$ cat src/rtl/inputbuf_pkg.sv
`default_nettype none
// ============================================================================
// Module  : inputbuf_pkg
// Purpose : Shared definitions for the ping-pong input buffer controller:
//           the clog2-based width helper and the bank index constants.
// Ports   : none (package)
// Rev     : 1.0  initial release
// ============================================================================
package inputbuf_pkg;

  // Bit width needed to index 'value' items, never less than one bit so
  // that degenerate sizes still produce a legal vector.
  function automatic int width_of(input int value);
    int w;
    w = $clog2(value);
    return (w < 1) ? 1 : w;
  endfunction

  localparam logic BANK0 = 1'b0;
  localparam logic BANK1 = 1'b1;

endpackage
`default_nettype wire

$ cat src/rtl/inputbuf_rd_seq.sv
`default_nettype none
// ============================================================================
// Module  : inputbuf_rd_seq
// Purpose : Read-side address/fold sequencer. Each advance steps the address
//           through 0..DEPTH-1; every address wrap increments the fold, and
//           the wrap of the final fold returns everything to zero.
// Ports   : aclk, aresetn      clock / async active-low reset
//           advance            step strobe (one read issued this cycle)
//           rd_addr, rd_fold   current read position
//           last_of_fold       rd_addr is the final address of a fold
//           last_of_packet     final address of the final fold
// Rev     : 1.0  initial release
// ============================================================================
module inputbuf_rd_seq
  import inputbuf_pkg::*;
#(
  parameter int DEPTH  = 32,
  parameter int NFOLDS = 8,
  localparam int AW    = width_of(DEPTH),
  localparam int FW    = width_of(NFOLDS)
) (
  input  logic          aclk,
  input  logic          aresetn,
  input  logic          advance,
  output logic [AW-1:0] rd_addr,
  output logic [FW-1:0] rd_fold,
  output logic          last_of_fold,
  output logic          last_of_packet
);

  localparam logic [AW-1:0] ADDR_LAST = AW'(DEPTH - 1);
  localparam logic [FW-1:0] FOLD_LAST = FW'(NFOLDS - 1);

  assign last_of_fold   = (rd_addr == ADDR_LAST);
  assign last_of_packet = last_of_fold && (rd_fold == FOLD_LAST);

  always_ff @(posedge aclk or negedge aresetn) begin
    if (!aresetn) begin
      rd_addr <= '0;
      rd_fold <= '0;
    end else if (advance) begin
      if (last_of_fold) begin
        rd_addr <= '0;
        rd_fold <= last_of_packet ? '0 : rd_fold + 1'b1;
      end else begin
        rd_addr <= rd_addr + 1'b1;
      end
    end
  end

endmodule
`default_nettype wire

$ cat src/rtl/inputbuf_ctrl.sv
`default_nettype none
// ============================================================================
// Module  : inputbuf_ctrl
// Purpose : Control for a two-bank ping-pong input buffer. Upstream words are
//           written into one bank while the other bank is replayed NFOLDS
//           times downstream. No data path: the parent owns the memory and
//           its output register, driven by wr_*/rd_* strobes and addresses.
// Ports   : aclk, aresetn                 clock / async active-low reset
//           s_axis_tvalid/tready          upstream handshake
//           wr_en, wr_bank, wr_addr       memory write port control
//           rd_en, rd_bank, rd_addr       memory read port control
//           rd_fold                       fold index of the current read
//           m_axis_tvalid/tready/tlast    downstream handshake
// Rev     : 1.0  initial release
// ============================================================================
module inputbuf_ctrl
  import inputbuf_pkg::*;
#(
  parameter int DEPTH  = 32,
  parameter int NFOLDS = 8,
  localparam int AW    = width_of(DEPTH),
  localparam int FW    = width_of(NFOLDS)
) (
  input  logic          aclk,
  input  logic          aresetn,
  input  logic          s_axis_tvalid,
  output logic          s_axis_tready,
  output logic          wr_en,
  output logic          wr_bank,
  output logic [AW-1:0] wr_addr,
  output logic          rd_en,
  output logic          rd_bank,
  output logic [AW-1:0] rd_addr,
  output logic [FW-1:0] rd_fold,
  output logic          m_axis_tvalid,
  input  logic          m_axis_tready,
  output logic          m_axis_tlast
);

  localparam logic [AW-1:0] ADDR_LAST = AW'(DEPTH - 1);

  logic [1:0] full;
  logic [1:0] set_full;
  logic [1:0] clr_full;
  logic       write_done;
  logic       packet_done;
  logic       last_of_fold;
  logic       last_of_packet;

  // Handshakes
  assign s_axis_tready = ~full[wr_bank];
  assign wr_en         = s_axis_tvalid & s_axis_tready;
  // A read is issued when the bank holds a packet and the output register
  // is either empty or being drained this cycle.
  assign rd_en         = full[rd_bank] & (~m_axis_tvalid | m_axis_tready);

  assign write_done  = wr_en && (wr_addr == ADDR_LAST);
  // last_of_packet already implies last_of_fold; both are named here so
  // the packet-end condition reads in full.
  assign packet_done = rd_en && last_of_fold && last_of_packet;

  // Set and clear always target different banks (a bank is only written
  // while empty and only read while full), so both apply on the same edge.
  always_comb begin
    set_full = '0;
    clr_full = '0;
    if (write_done)  set_full[wr_bank] = 1'b1;
    if (packet_done) clr_full[rd_bank] = 1'b1;
  end

  always_ff @(posedge aclk or negedge aresetn) begin
    if (!aresetn) begin
      full <= '0;
    end else begin
      full <= (full | set_full) & ~clr_full;
    end
  end

  // Write sequencing
  always_ff @(posedge aclk or negedge aresetn) begin
    if (!aresetn) begin
      wr_addr <= '0;
      wr_bank <= BANK0;
    end else if (wr_en) begin
      if (write_done) begin
        wr_addr <= '0;
        wr_bank <= (wr_bank == BANK0) ? BANK1 : BANK0;
      end else begin
        wr_addr <= wr_addr + 1'b1;
      end
    end
  end

  // Read sequencing
  inputbuf_rd_seq #(
    .DEPTH  (DEPTH),
    .NFOLDS (NFOLDS)
  ) u_rd_seq (
    .aclk           (aclk),
    .aresetn        (aresetn),
    .advance        (rd_en),
    .rd_addr        (rd_addr),
    .rd_fold        (rd_fold),
    .last_of_fold   (last_of_fold),
    .last_of_packet (last_of_packet)
  );

  always_ff @(posedge aclk or negedge aresetn) begin
    if (!aresetn) begin
      rd_bank <= BANK0;
    end else if (packet_done) begin
      rd_bank <= (rd_bank == BANK0) ? BANK1 : BANK0;
    end
  end

  // Output register status: tlast travels with the data the memory loads.
  always_ff @(posedge aclk or negedge aresetn) begin
    if (!aresetn) begin
      m_axis_tvalid <= 1'b0;
      m_axis_tlast  <= 1'b0;
    end else begin
      if (rd_en) begin
        m_axis_tvalid <= 1'b1;
        m_axis_tlast  <= last_of_packet;
      end else if (m_axis_tready) begin
        m_axis_tvalid <= 1'b0;
      end
    end
  end

endmodule
`default_nettype wire

$ cat config.mk
export PLATFORM = sky130hd
export DESIGN_NAME = inputbuf_ctrl
export DESIGN_NICKNAME = d
export VERILOG_FILES = /design/src/rtl/inputbuf_pkg.sv /design/src/rtl/inputbuf_rd_seq.sv /design/src/rtl/inputbuf_ctrl.sv
export SDC_FILE = /design/constraint.sdc
export NUM_CORES = 1
export LEC_CHECK = 0
export CELL_PAD_IN_SITES_DETAIL_PLACEMENT = 1
export CELL_PAD_IN_SITES_GLOBAL_PLACEMENT = 2
export CORE_UTILIZATION = 27
export DETAILED_ROUTE_END_ITERATION = 8
export HOLD_SLACK_MARGIN = 0.06
export PLACE_DENSITY = 0.76
export SLEW_MARGIN = 20
export SYNTH_ARGS = -nofsm -noshare
export SYNTH_HDL_FRONTEND = slang
export SYNTH_SLANG_ARGS = --single-unit
$ cat constraint.sdc
create_clock -name aclk -period 1.6 [get_ports aclk]
set_input_delay 0.48 -clock aclk [delete_from_list [all_inputs] [get_ports aclk]]
set_output_delay 0.48 -clock aclk [all_outputs]
set_load 0.005 [all_outputs]
==> results.txt, run 1 <==
----------------------------------------------------
[Status]
  Outcome ... finished, violations left
  Violated checks ... negative setup slack

[Worst hold path]
  Worst hold-check path type ... in2async

[Clock network]
  Number of buffers inserted during clock tree synthesis ... 3
  H-tree Lvls ... 1
  Number of buffers on the longest clock path ... 2
  Root buffer cell ... clkbuf_4
  Clock net sink count ... 19
  Clock insertion delay at the later pin of the skew report ... 0.29 ns
  Clock slew seen by the registers of the worst setup and hold paths ... between 0.1 and 0.15 ns
  Clock tree from TritonCTS ... built

[Worst setup path]
  Top cell family by delay on the critical path ... flip-flops
  Depth of the most critical reg-to-reg path ... 6
  Worst-path cell chain ... mux2i_2, buf_4, and2_4, buf_6
  Setup slack of the worst register-to-register path ... ~0.07 ns
  Cell with the largest stage delay on the worst path ... dfrtp_1
  Launch instance of the worst register-to-register path ... u_rd_seq.rd_addr[0]
  Destination of the worst register-to-register timing path ... full[0]
  CP max stage delay ... slightly below 0.4 ns
  Crit end category ... primary output
  Kind of critical path ... reg2out
  Startpoint type of the worst setup path ... flop
  Crit path buf inv count ... 2
  Endpoint arrival time on the critical path ... 1.31 ns
  Worst path required time ... 1.12 ns
  Max Fanout on Critical Path ... 2

[Cells and area]
  Share of post-route cells with drive strength above 1 ... 0.5034
  Most common library cell in the layout ignoring fill and taps ... buf_4
  Number of diodes ... 0
  Fill cell instance count of the final layout ... roughly 390
  Most used cells in the layout excluding fill and tap cells ... 33 x buf_4, 19 x dfrtp_1, 12 x dlygate4sd2_1
  Final net count ... about 160
  Syn-to-layout area delta ... 74.10%

[Synth]
  Fraction of the yosys area taken by sequential cells ... 0.4897
  Number of storage elements in the synthesis netlist ... 19
  Post-synth cell types ... 31
  Post-synthesis cell count ... roughly 80
  Post-Synthesis Net Count ... 93
  Average cell area after synthesis ... about 12 sq um
  Post-Syn Area ... approximately 970 sq um
  Yosys warning total ... 0

[GRT]
  Wire length of the first global-routing pass ... 4298 um
  Largest net degree at the start of global routing ... 20
  Total congestion overflow ... 0
  Via count of the first global-routing pass ... 939
  Initial antenna violation count ... 0
  Gr usage total ... 0.1564

[STA]
  Hold Fails Final Rpt ... 0
  Pins Over Slew Limit ... 0
  RSZ-0062 raised after global routing ... true
  Share of the clock period used by the worst path ... 1.121
  Fin worst setup slack ... -0.1933 ns
  Transition time of the tightest slew-check pin ... 0.2500 ns
  Peak clock frequency supported by timing ... between 0.5 and 0.6 GHz
  Sum of negative setup slack ... -0.5332 ns
  Max-slew headroom ... 0.8333
  Clock Skew ... between 0.004 and 0.005 ns
  Clock period minus final worst setup slack ... between 1.5 and 2 ns
  Fin Hold WS ... roughly 0.53 ns
  Total setup violations reported at the end of the flow ... 4

[Run]
  Max-cap violations ... 0

[Drt]
  Detailed-router iteration count before antenna repair ... 3
  Via density per instance ... 4.694
  DRC ... 0
  Initial drt markers ... 19
  Wirelength, routed ... approximately 2800 um
  DR vias ... slightly above 900
  Post-route ant nets ... 0
  Post-DR wirelength/cell ... between 10 and 15 um

[Floorplan]
  Die outline width ... ~62 um
  Total I/O pin count ... 24
  Starting utilization of the core area ... 0.2865
  Core Region ... between 3000 and 4000 sq um
  Overall die height ... between 60 and 70 um
  Placement row count ... 21
  Die area ... about 3800 sq um

[Power and ir drop]
  PD cells ... approximately 1600 nW/um^2
  Leakage power summed over all cells ... 0.7948 nW
  Max IR drop VDD ... around 0.7 mV

[Placement]
  Weighted congestion at the end of routability-driven global placement ... between 0.7 and 0.8
  HPWL after detailed placement ... 1826 um
  Number of buffer cells added on primary ports ... 23

----------------------------------------------------
## cell type report
cell class / instances / area [sq um] / area share
Tap cell: 46 / 57.56 / 0.03405
Sequential cell: 19 / 475.5 / 0.2813
Timing Repair Buffer: 62 / 518.0 / 0.3064
Clock inverter: 1 / 5.005 / 0.002961
Inverter: 2 / 7.507 / 0.004441
Clock buffer: 3 / 22.52 / 0.01332
Multi-Input combinational cell: 60 / 604.3 / 0.3575
## state kept, by name, indices dropped and copies added, names as in the netlist
| signal | cells |
|---|---|
| u_rd_seq.rd_addr | 5 |
| wr_addr | 5 |
| u_rd_seq.rd_fold | 3 |
| full | 2 |
| m_axis_tlast | 1 |
| m_axis_tvalid | 1 |
| rd_bank | 1 |
| wr_bank | 1 |
## worst max-delay path by stage
stage                              from                   to  slack (ns)  depth (start not counted)
floorplan           u_rd_seq.rd_addr[0]  u_rd_seq.rd_fold[0]       0.006                          5
finish                          wr_bank                wr_en       -0.19                          4
detailed placement        m_axis_tready                rd_en       -0.53                          4
global route                    wr_bank                wr_en       -0.27                          4
CTS                             wr_bank              wr_bank       -0.21                          2
global placement          m_axis_tready                rd_en       -0.52                          4
## stage by stage
step                total power [mW]  worst slack, ns  utilization  area [sq um]  instances
finish                         2.778          -0.1933       0.4987          1690        193
global route                   3.015          -0.2744       0.4987          1690        193
CTS                            2.659          -0.2141       0.4736          1605        190
global placement               2.106          -0.5199       0.4142          1404        170
floorplan                      1.357         0.006414            -         970.9         82
detailed placement             2.166          -0.5304       0.4142          1404        170
## layer usage
metal | vias to the layer above | GRT usage | part of all wire
li1 | 432 | - | -
met1 | 450 | 0.1869 | 0.41
met2 | 20 | 0.2903 | 0.55
met3 | 4 | 0.01863 | 0.028
met4 | 0 | 0.04762 | 0.013
met5 | - | 0 | 0
## power by group
| part | switching (mW) | internal, mW | total [mW] |
|---|---|---|---|
| combinational | 0.680 | 1.07 | 1.75 |
| clock | 0.144 | 0.0929 | 0.237 |
| sequential | 0.135 | 0.658 | 0.793 |
## kinds of logic after synthesis
group | after synthesis | share of synthesized area
simple gates | 25 | 0.1418
flops | 19 | 0.4897
compound gates | 14 | 0.1095
mux | 12 | 0.1379
fa+ha+maj | 7 | 0.09020
buf+inv | 3 | 0.01288
xor+xnor | 2 | 0.01804
## synthesized netlist by cell type (all sizes together)
cell type / number / area [sq um]
a221o: 1 / 10.01
a41oi: 1 / 8.760
nand2: 2 / 7.510
nand4: 1 / 6.260
o211ai: 1 / 7.510
nor2: 4 / 17.52
a21boi: 3 / 22.52
mux2i: 4 / 43.79
nand2b: 3 / 18.77
nor3: 1 / 5.000
buf: 1 / 5.000
mux2: 8 / 90.09
nor2b: 4 / 25.02
or4: 1 / 7.510
a31o: 1 / 8.760
and2: 2 / 12.52
o21ai: 2 / 10.01
xnor2: 2 / 17.52
o31ai: 1 / 7.510
dfrtp: 19 / 475.5
o22a: 1 / 10.01
nand3: 5 / 25.02
inv: 2 / 7.510
o2bb2ai: 1 / 8.760
and3: 2 / 12.51
ha: 7 / 87.58
a31oi: 2 / 12.51
## repair_timing
action / CTS / global route
resized for setup: 53 / 17
pin swaps: 5 / 7
hold buffers: 0 / 0
buffers inserted: 16 / 4
endpoints found under the setup margin: 26 / 14
Note: power is estimated with default switching activity, not from simulation.
==> run 2: changes to the inputs <==
- ABC_CLOCK_PERIOD_IN_PS: default -> 1600
- CORE_MARGIN: default -> 5
- CORE_UTILIZATION: 27 -> 25
- PLACE_DENSITY: 0.76 -> 0.72
==> run 2 against run 1 <==
Effect of this change:
- the flow still finishes with violations (negative setup slack)
- clock-buffer cell count did not move
- register-to-register slack worse by 0.04 ns
- largest power group unchanged
- largest cell class unchanged
- final cell count decreased by 2.1%
- first-iteration DRC count did not move
- design area is 3.6% lower
==> results.txt, run 2 (synthesis gave the netlist of run 1 again) <==
----------------------------------------------------
[STA]
  Clock Skew ... 0.002690 ns (-0.002170 ns)
  Transition time of the tightest slew-check pin ... 0.2703 ns (+0.02021 ns)
  Total setup violations reported at the end of the flow ... 3 (-1)
  Peak clock frequency supported by timing ... 0.5960 GHz (+6.9%)
  Sum of negative setup slack ... -0.1688 ns (+0.3644 ns)
  Share of the clock period used by the worst path ... 1.049 (-0.07216)
  Fin worst setup slack ... -0.07780 ns (+0.1155 ns)
  RSZ-0062 raised after global routing ... true
  Hold Fails Final Rpt ... 0 (unchanged)
  Max-slew headroom ... 0.8183 (-0.01501)
  Pins Over Slew Limit ... 0 (unchanged)
  Clock period minus final worst setup slack ... 1.678 ns (-0.1155 ns)

[Clock network]
  Clock net sink count ... 19 (unchanged)
  Root buffer cell ... clkbuf_8
  Clock slew seen by the registers of the worst setup and hold paths ... 0.08 ns (-0.03 ns)
  Clock insertion delay at the later pin of the skew report ... 0.26 ns (-0.03 ns)
  Clock tree from TritonCTS ... built
  H-tree Lvls ... 1 (unchanged)
  Number of buffers on the longest clock path ... 2 (unchanged)
  Number of buffers inserted during clock tree synthesis ... 3 (unchanged)

[Worst setup path]
  Endpoint arrival time on the critical path ... 1.20 ns (-0.11 ns)
  Depth of the most critical reg-to-reg path ... 6 (unchanged)
  Setup slack of the worst register-to-register path ... 0.03 ns (-0.04 ns)
  Startpoint type of the worst setup path ... flop
  Worst path required time ... 1.12 ns (about the same)
  Kind of critical path ... reg2out
  Crit end category ... primary output
  Launch instance of the worst register-to-register path ... u_rd_seq.rd_addr[1]
  Destination of the worst register-to-register timing path ... m_axis_tlast
  Max Fanout on Critical Path ... 2 (unchanged)

[Floorplan]
  Starting utilization of the core area ... 0.2613 (-0.02517)
  Overall die height ... 72.32 um (+17%)
  Die area ... 5230 sq um (+36%)
  Die outline width ... 72.32 um (+17%)
  Placement row count ... 22 (+4.8%)
  Core Region ... 3716 sq um (+9.6%)
  Total I/O pin count ... 24 (unchanged)

[GRT]
  Total congestion overflow ... 0 (unchanged)
  Via count of the first global-routing pass ... 967 (+3.0%)
  Largest net degree at the start of global routing ... 20 (unchanged)
  Gr usage total ... 0.1121 (-0.04428)
  Initial antenna violation count ... 0 (unchanged)
  Wire length of the first global-routing pass ... 4595 um (+6.9%)

[Placement]
  Minimum setup slack after placement ... -0.5724 ns (-0.04208 ns)
  HPWL after detailed placement ... 1927 um (+5.5%)
  Number of buffer cells added on primary ports ... 23 (unchanged)
  Weighted congestion at the end of routability-driven global placement ... 0.7451 (-1.2%)

[Drt]
  Via density per instance ... 4.577 (-2.5%)
  Post-DR wirelength/cell ... 14.97 um (+4.6%)
  Detailed-router iteration count before antenna repair ... 3 (unchanged)
  DR vias ... 865 (-4.5%)
  DRC ... 0 (unchanged)
  Post-route ant nets ... 0 (unchanged)
  Initial drt markers ... 19 (unchanged)
  Wirelength, routed ... 2829 um (+2.4%)

[Cells and area]
  Share of post-route cells with drive strength above 1 ... 0.4752 (-0.02822)
  Final net count ... 153 (-3.8%)
  Most common library cell in the layout ignoring fill and taps ... buf_4
  Largest registers ... u_rd_seq.rd_addr: 5 flops, wr_addr: 5 flops, u_rd_seq.rd_fold: 3 flops
  Utilization of the core after routing ... 0.4387 (-0.05999)
  Syn-to-layout area delta ... 67.91%
  Number of diodes ... 0 (unchanged)
  Most used cells in the layout excluding fill and tap cells ... 30 x buf_4, 18 x dfrtp_1, 18 x dlygate4sd2_1

[Worst hold path]
  Worst hold path depth ... 1
  Worst hold-check path type ... reg2reg
  Launch instance of the worst min-delay path ... m_axis_tlast
  Endpoint, Worst Hold ... m_axis_tlast

[Power and ir drop]
  PD cells ... 1647 nW/um^2 (+0.22%)
  Leakage power summed over all cells ... 0.7805 nW (-1.8%)
  Max IR drop VDD ... 0.4190 mV (-40%)

[Run]
  Max-cap violations ... 0 (unchanged)

[Status]
  Outcome ... finished, violations left
  Violated checks ... negative setup slack

----------------------------------------------------
run 2: stage by stage:
step	power, mW	instances	hold WS (ns)	cell area [sq um]
floorplan	1.357	82	0.1844	970.9
global placement	2.071	169	0.4963	1384
detailed placement	2.133	169	0.5042	1384
CTS	2.567	186	0.5220	1523
global route	2.901	189	0.5597	1630
finish	2.685	189	0.5132	1630
run 2: final cells by class:
| class | instances | area [sq um] |
|---|---|---|
| Multi-Input combinational cell | 60 | 570.5 |
| Tap cell | 48 | 60.06 |
| Timing Repair Buffer | 56 | 466.7 |
| Fill cell | 427 | 2086 |
| Clock buffer | 3 | 41.29 |
| Inverter | 2 | 7.507 |
| Clock inverter | 1 | 7.507 |
| Sequential cell | 19 | 476.7 |
run 2: power breakdown:
part / internal [mW] / switching, mW
combinational: 0.913 / 0.625
clock: 0.175 / 0.170
sequential: 0.661 / 0.141
total: 1.75 / 0.935
run 2: metal layers:
| metal | track usage | vias up | part of all wire |
|---|---|---|---|
| met5 | 0 | - | 0 |
| met4 | 0.04593 | 0 | 0.016 |
| met3 | 0.02493 | 4 | 0.025 |
| met2 | 0.1982 | 14 | 0.54 |
| met1 | 0.1296 | 428 | 0.41 |
| li1 | - | 419 | - |
run 2: worst max-delay path, cell delays in order, from the launching register on:
cell,delay (ns)
dfrtp_1,0.40
buf_6,0.13
mux2i_4,0.18
nor2_2,0.10
buf_2,0.13
run 2: worst max path at each step:
stage                             start             endpoint  slack, ns  cells past startpoint
finish                          rd_bank                rd_en      -0.08                      4
global route                    rd_bank                rd_en      -0.14                      4
CTS                             full[0]                rd_en      -0.12                      4
detailed placement        m_axis_tready                rd_en      -0.57                      4
global placement          m_axis_tready                rd_en      -0.56                      4
floorplan           u_rd_seq.rd_addr[0]  u_rd_seq.rd_fold[0]      0.006                      5
run 2: timing repair:
item / in CTS / in global routing
pin swaps: 3 / 7
buffers inserted: 13 / 3
setup endpoints to repair: 22 / 15
hold buffers: 0 / 0
resized for setup: 39 / 18
==> run 3: changes to the inputs <==
- ABC_AREA: default -> 1
- PLACE_DENSITY: 0.72 -> 0.78
==> run 3 against run 2 <==
Effect of this change:
- sequential power decreased by 17%
- the run still ends with negative setup slack left
- combinational power decreased by 27%
- wire length increased by 8.5%
==> results.txt, run 3 <==
----------------------------------------------------
[Synth]
  Post-synth EDFFs ... 0 (unchanged)
  Yosys warning total ... 0 (unchanged)
  Largest area contributor in the netlist ... dfrtp_1
  Post-Synthesis Net Count ... 133 (+43%)
  Top cells by area in the synthesized netlist ... dfrtp_1 47%, nand2_1 17%, ha_1 8.7%
  Average cell area after synthesis ... 8.266 sq um (-30%)
  Post-synth cell types ... 18 (-42%)
  Most repeated cell in the gate-level netlist after synthesis ... nand2_1
  Fraction of the yosys area taken by sequential cells ... 0.4715 (-0.01823)
  Post-synthesis cell count ... 122 (+49%)
  Post-Syn Area ... 1008 sq um (+3.9%)
  Most used flip-flop cell after synthesis ... dfrtp_1
  Top cells by instance count after synthesis ... 45 x nand2_1, 19 x dfrtp_1, 12 x inv_1, 10 x nand3_1
  Synth top area share ... 0.4715 (-0.01823)
  Fraction of registers with async set/reset ... 1.000 (unchanged)
  Number of storage elements in the synthesis netlist ... 19 (unchanged)

[Clock network]
  H-tree Lvls ... 1 (unchanged)
  Clock tree from TritonCTS ... built
  Clock insertion delay at the later pin of the skew report ... 0.26 ns (about the same)
  Root buffer cell ... clkbuf_8
  Number of hold-repair buffers added at the cts stage ... 0 (unchanged)
  Number of buffers inserted during clock tree synthesis ... 3 (unchanged)
  Clock slew seen by the registers of the worst setup and hold paths ... 0.07 ns (about the same)
  Number of buffers on the longest clock path ... 2 (unchanged)
  Clock net sink count ... 19 (unchanged)

[Status]
  Violated checks ... negative setup slack
  Outcome ... finished, violations left

[Worst setup path]
  Crit end category ... primary output
  Top cell family by delay on the critical path ... flip-flops
  Max Fanout on Critical Path ... 2 (unchanged)
  Cell with the largest stage delay on the worst path ... dfrtp_1
  Worst path required time ... 1.12 ns (about the same)
  Endpoint arrival time on the critical path ... 1.14 ns (-0.06 ns)
  Worst-path cell chain ... buf_6, inv_4, nand2_2, nand2_2, nand2_4, inv_4, buf_6
  Depth of the most critical reg-to-reg path ... 9 (+3)
  Crit path buf inv count ... 4 (+2)
  Startpoint type of the worst setup path ... flop
  CP max stage delay ... 0.39 ns (about the same)
  Crit path depth ... 7 (+3)
  Kind of critical path ... reg2out

[STA]
  Pins Over Slew Limit ... 0 (unchanged)
  Fin worst setup slack ... -0.02254 ns (+0.05526 ns)
  Peak clock frequency supported by timing ... 0.6163 GHz (+3.4%)
  Transition time of the tightest slew-check pin ... 0.2737 ns (+0.003423 ns)
  Share of the clock period used by the worst path ... 1.014 (-0.03454)
  RSZ-0062 raised after global routing ... true
  Max-slew headroom ... 0.8175 (about the same)
  Clock Skew ... 0.002280 ns (-0.0004100 ns)
  Clock period minus final worst setup slack ... 1.623 ns (-0.05526 ns)
  Hold Fails Final Rpt ... 0 (unchanged)
  Total setup violations reported at the end of the flow ... 3 (unchanged)
  Fin Hold WS ... 0.5268 ns (+0.01358 ns)

[Placement]
  Number of buffer cells added on primary ports ... 23 (unchanged)
  Number of cells after detailed placement ... 214 (+27%)
  HPWL after detailed placement ... 2175 um (+13%)
  Weighted congestion at the end of routability-driven global placement ... 0.8029 (+7.8%)

[GRT]
  Gr usage total ... 0.1225 (+0.01041)
  Wire length of the first global-routing pass ... 5140 um (+12%)
  Via count of the first global-routing pass ... 1,165 (+20%)
  Largest net degree at the start of global routing ... 20 (unchanged)
  Total congestion overflow ... 0 (unchanged)
  Initial antenna violation count ... 0 (unchanged)

[Drt]
  DRC ... 0 (unchanged)
  Post-route ant nets ... 0 (unchanged)
  DR vias ... 1,065 (+23%)
  Detailed-router iteration count before antenna repair ... 2 (-1)
  Post-DR wirelength/cell ... 12.95 um (-13%)
  Via density per instance ... 4.494 (-1.8%)
  Routed length on met3 ... 126 um (+75%)
  Initial drt markers ... 26 (+7)
  Amount of wire on met2 after detailed routing ... 1668 um (+8.4%)
  Wirelength, routed ... 3069 um (+8.5%)
  Highest routing layer actually used ... met4
  Routed met1 length ... 1224 um (+4.6%)

[Cells and area]
  Final net count ... 199 (+30%)
  Syn-to-layout area delta ... 67.87% (about the same)
  Most common library cell in the layout ignoring fill and taps ... nand2_1
  Largest registers ... u_rd_seq.rd_addr: 5 flops, wr_addr: 5 flops, u_rd_seq.rd_fold: 3 flops
  Most used cells in the layout excluding fill and tap cells ... 40 x nand2_1, 34 x buf_4, 19 x dfrtp_1
  Number of diodes ... 0 (unchanged)
  Share of post-route cells with drive strength above 1 ... 0.3636 (-0.1115)
  Post-layout instance count excluding filler cells ... 237 (+25%)

[Floorplan]
  Die area ... 5404 sq um (+3.3%)
  Core Region ... 3943 sq um (+6.1%)
  Total I/O pin count ... 24 (unchanged)
  Placement row count ... 23 (+4.5%)
  Die outline width ... 73.51 um (+1.6%)
  Overall die height ... 73.51 um (+1.6%)
  Starting utilization of the core area ... 0.2558 (-0.005488)

[Power and ir drop]
  PD cells ... 1258 nW/um^2 (-24%)
  Leakage power summed over all cells ... 1.028 nW (+32%)
  Sum of internal, switching and leakage power ... 2.130 mW (-21%)
  Max IR drop VDD ... 0.5163 mV (+23%)

[Worst hold path]
  Worst hold-check path type ... reg2reg
  Worst hold path depth ... 2 (+1)

[Run]
  Max-cap violations ... 0 (unchanged)

----------------------------------------------------
[run 3: final timing paths]
| kind | from | endpoint | slack, ns |
|---|---|---|---|
| setup / recovery | rd_bank | rd_en | -0.02 |
| hold / removal | m_axis_tlast | m_axis_tlast | 0.53 |
| setup reg to reg | u_rd_seq.rd_addr[0] | m_axis_tlast | 0.10 |
| hold reg to reg | m_axis_tlast | m_axis_tlast | 0.53 |
| max in group asynchronous | aresetn | u_rd_seq.rd_addr[4] | 0.80 |
| min in group asynchronous | aresetn | wr_bank | 0.58 |
[run 3: area by class of cell]
| class | instances | area, sq um |
|---|---|---|
| Sequential cell | 19 | 475.5 |
| Tap cell | 50 | 62.56 |
| Clock buffer | 4 | 45.04 |
| Multi-Input combinational cell | 87 | 533.0 |
| Timing Repair Buffer | 61 | 511.7 |
| Fill cell | 477 | 2250 |
| Inverter | 16 | 65.06 |
[run 3: through the flow]
step | utilization | setup WS [ns] | area, sq um | TNS [ns]
global placement | 0.3662 | -0.5918 | 1444 | -1.588
floorplan | - | 0.1587 | 1008 | 0
CTS | 0.4119 | -0.1503 | 1624 | -0.2224
detailed placement | 0.3662 | -0.5745 | 1444 | -1.631
global route | 0.4294 | -0.09231 | 1693 | -0.2732
finish | 0.4294 | -0.02254 | 1693 | -0.04644
[run 3: kinds of logic (layout without fill, tap and decap cells)]
logic type / after synthesis / after routing / synth area share
buffers and inverters: 16 / 81 / 0.05955
adder cells (fa/ha/maj): 7 / 7 / 0.08684
XOR/XNOR: 2 / 2 / 0.01737
AO/OA/AOI/OAI: 7 / 7 / 0.04093
AND/OR/NAND/NOR: 71 / 71 / 0.3238
flip-flops: 19 / 19 / 0.4715
[run 3: metal layers]
metal,global-route usage,up-vias
li1,-,517
met1,0.1327,520
met2,0.2352,23
met3,0.01642,5
met4,0.04829,0
met5,0,-
[run 3: tightest hold or removal path: cells and delay by family (launching register included)]
family / cells / cell delay, ns
compound gates: 1 / 0.07
flops: 1 / 0.36
simple gates: 1 / 0.06
[run 3: power breakdown]
part	internal, mW	leakage [nW]	switching [mW]
Clock	0.178	0.0228	0.169
Combinational	0.609	0.752	0.508
Sequential	0.596	0.253	0.0695
Total	1.38	1.03	0.747
[run 3: what timing repair did]
action / CTS / global route
resized for setup: 41 / 20
pin swaps: 3 / 10
endpoints found under the setup margin: 19 / 15
setup buffers: 17 / 2
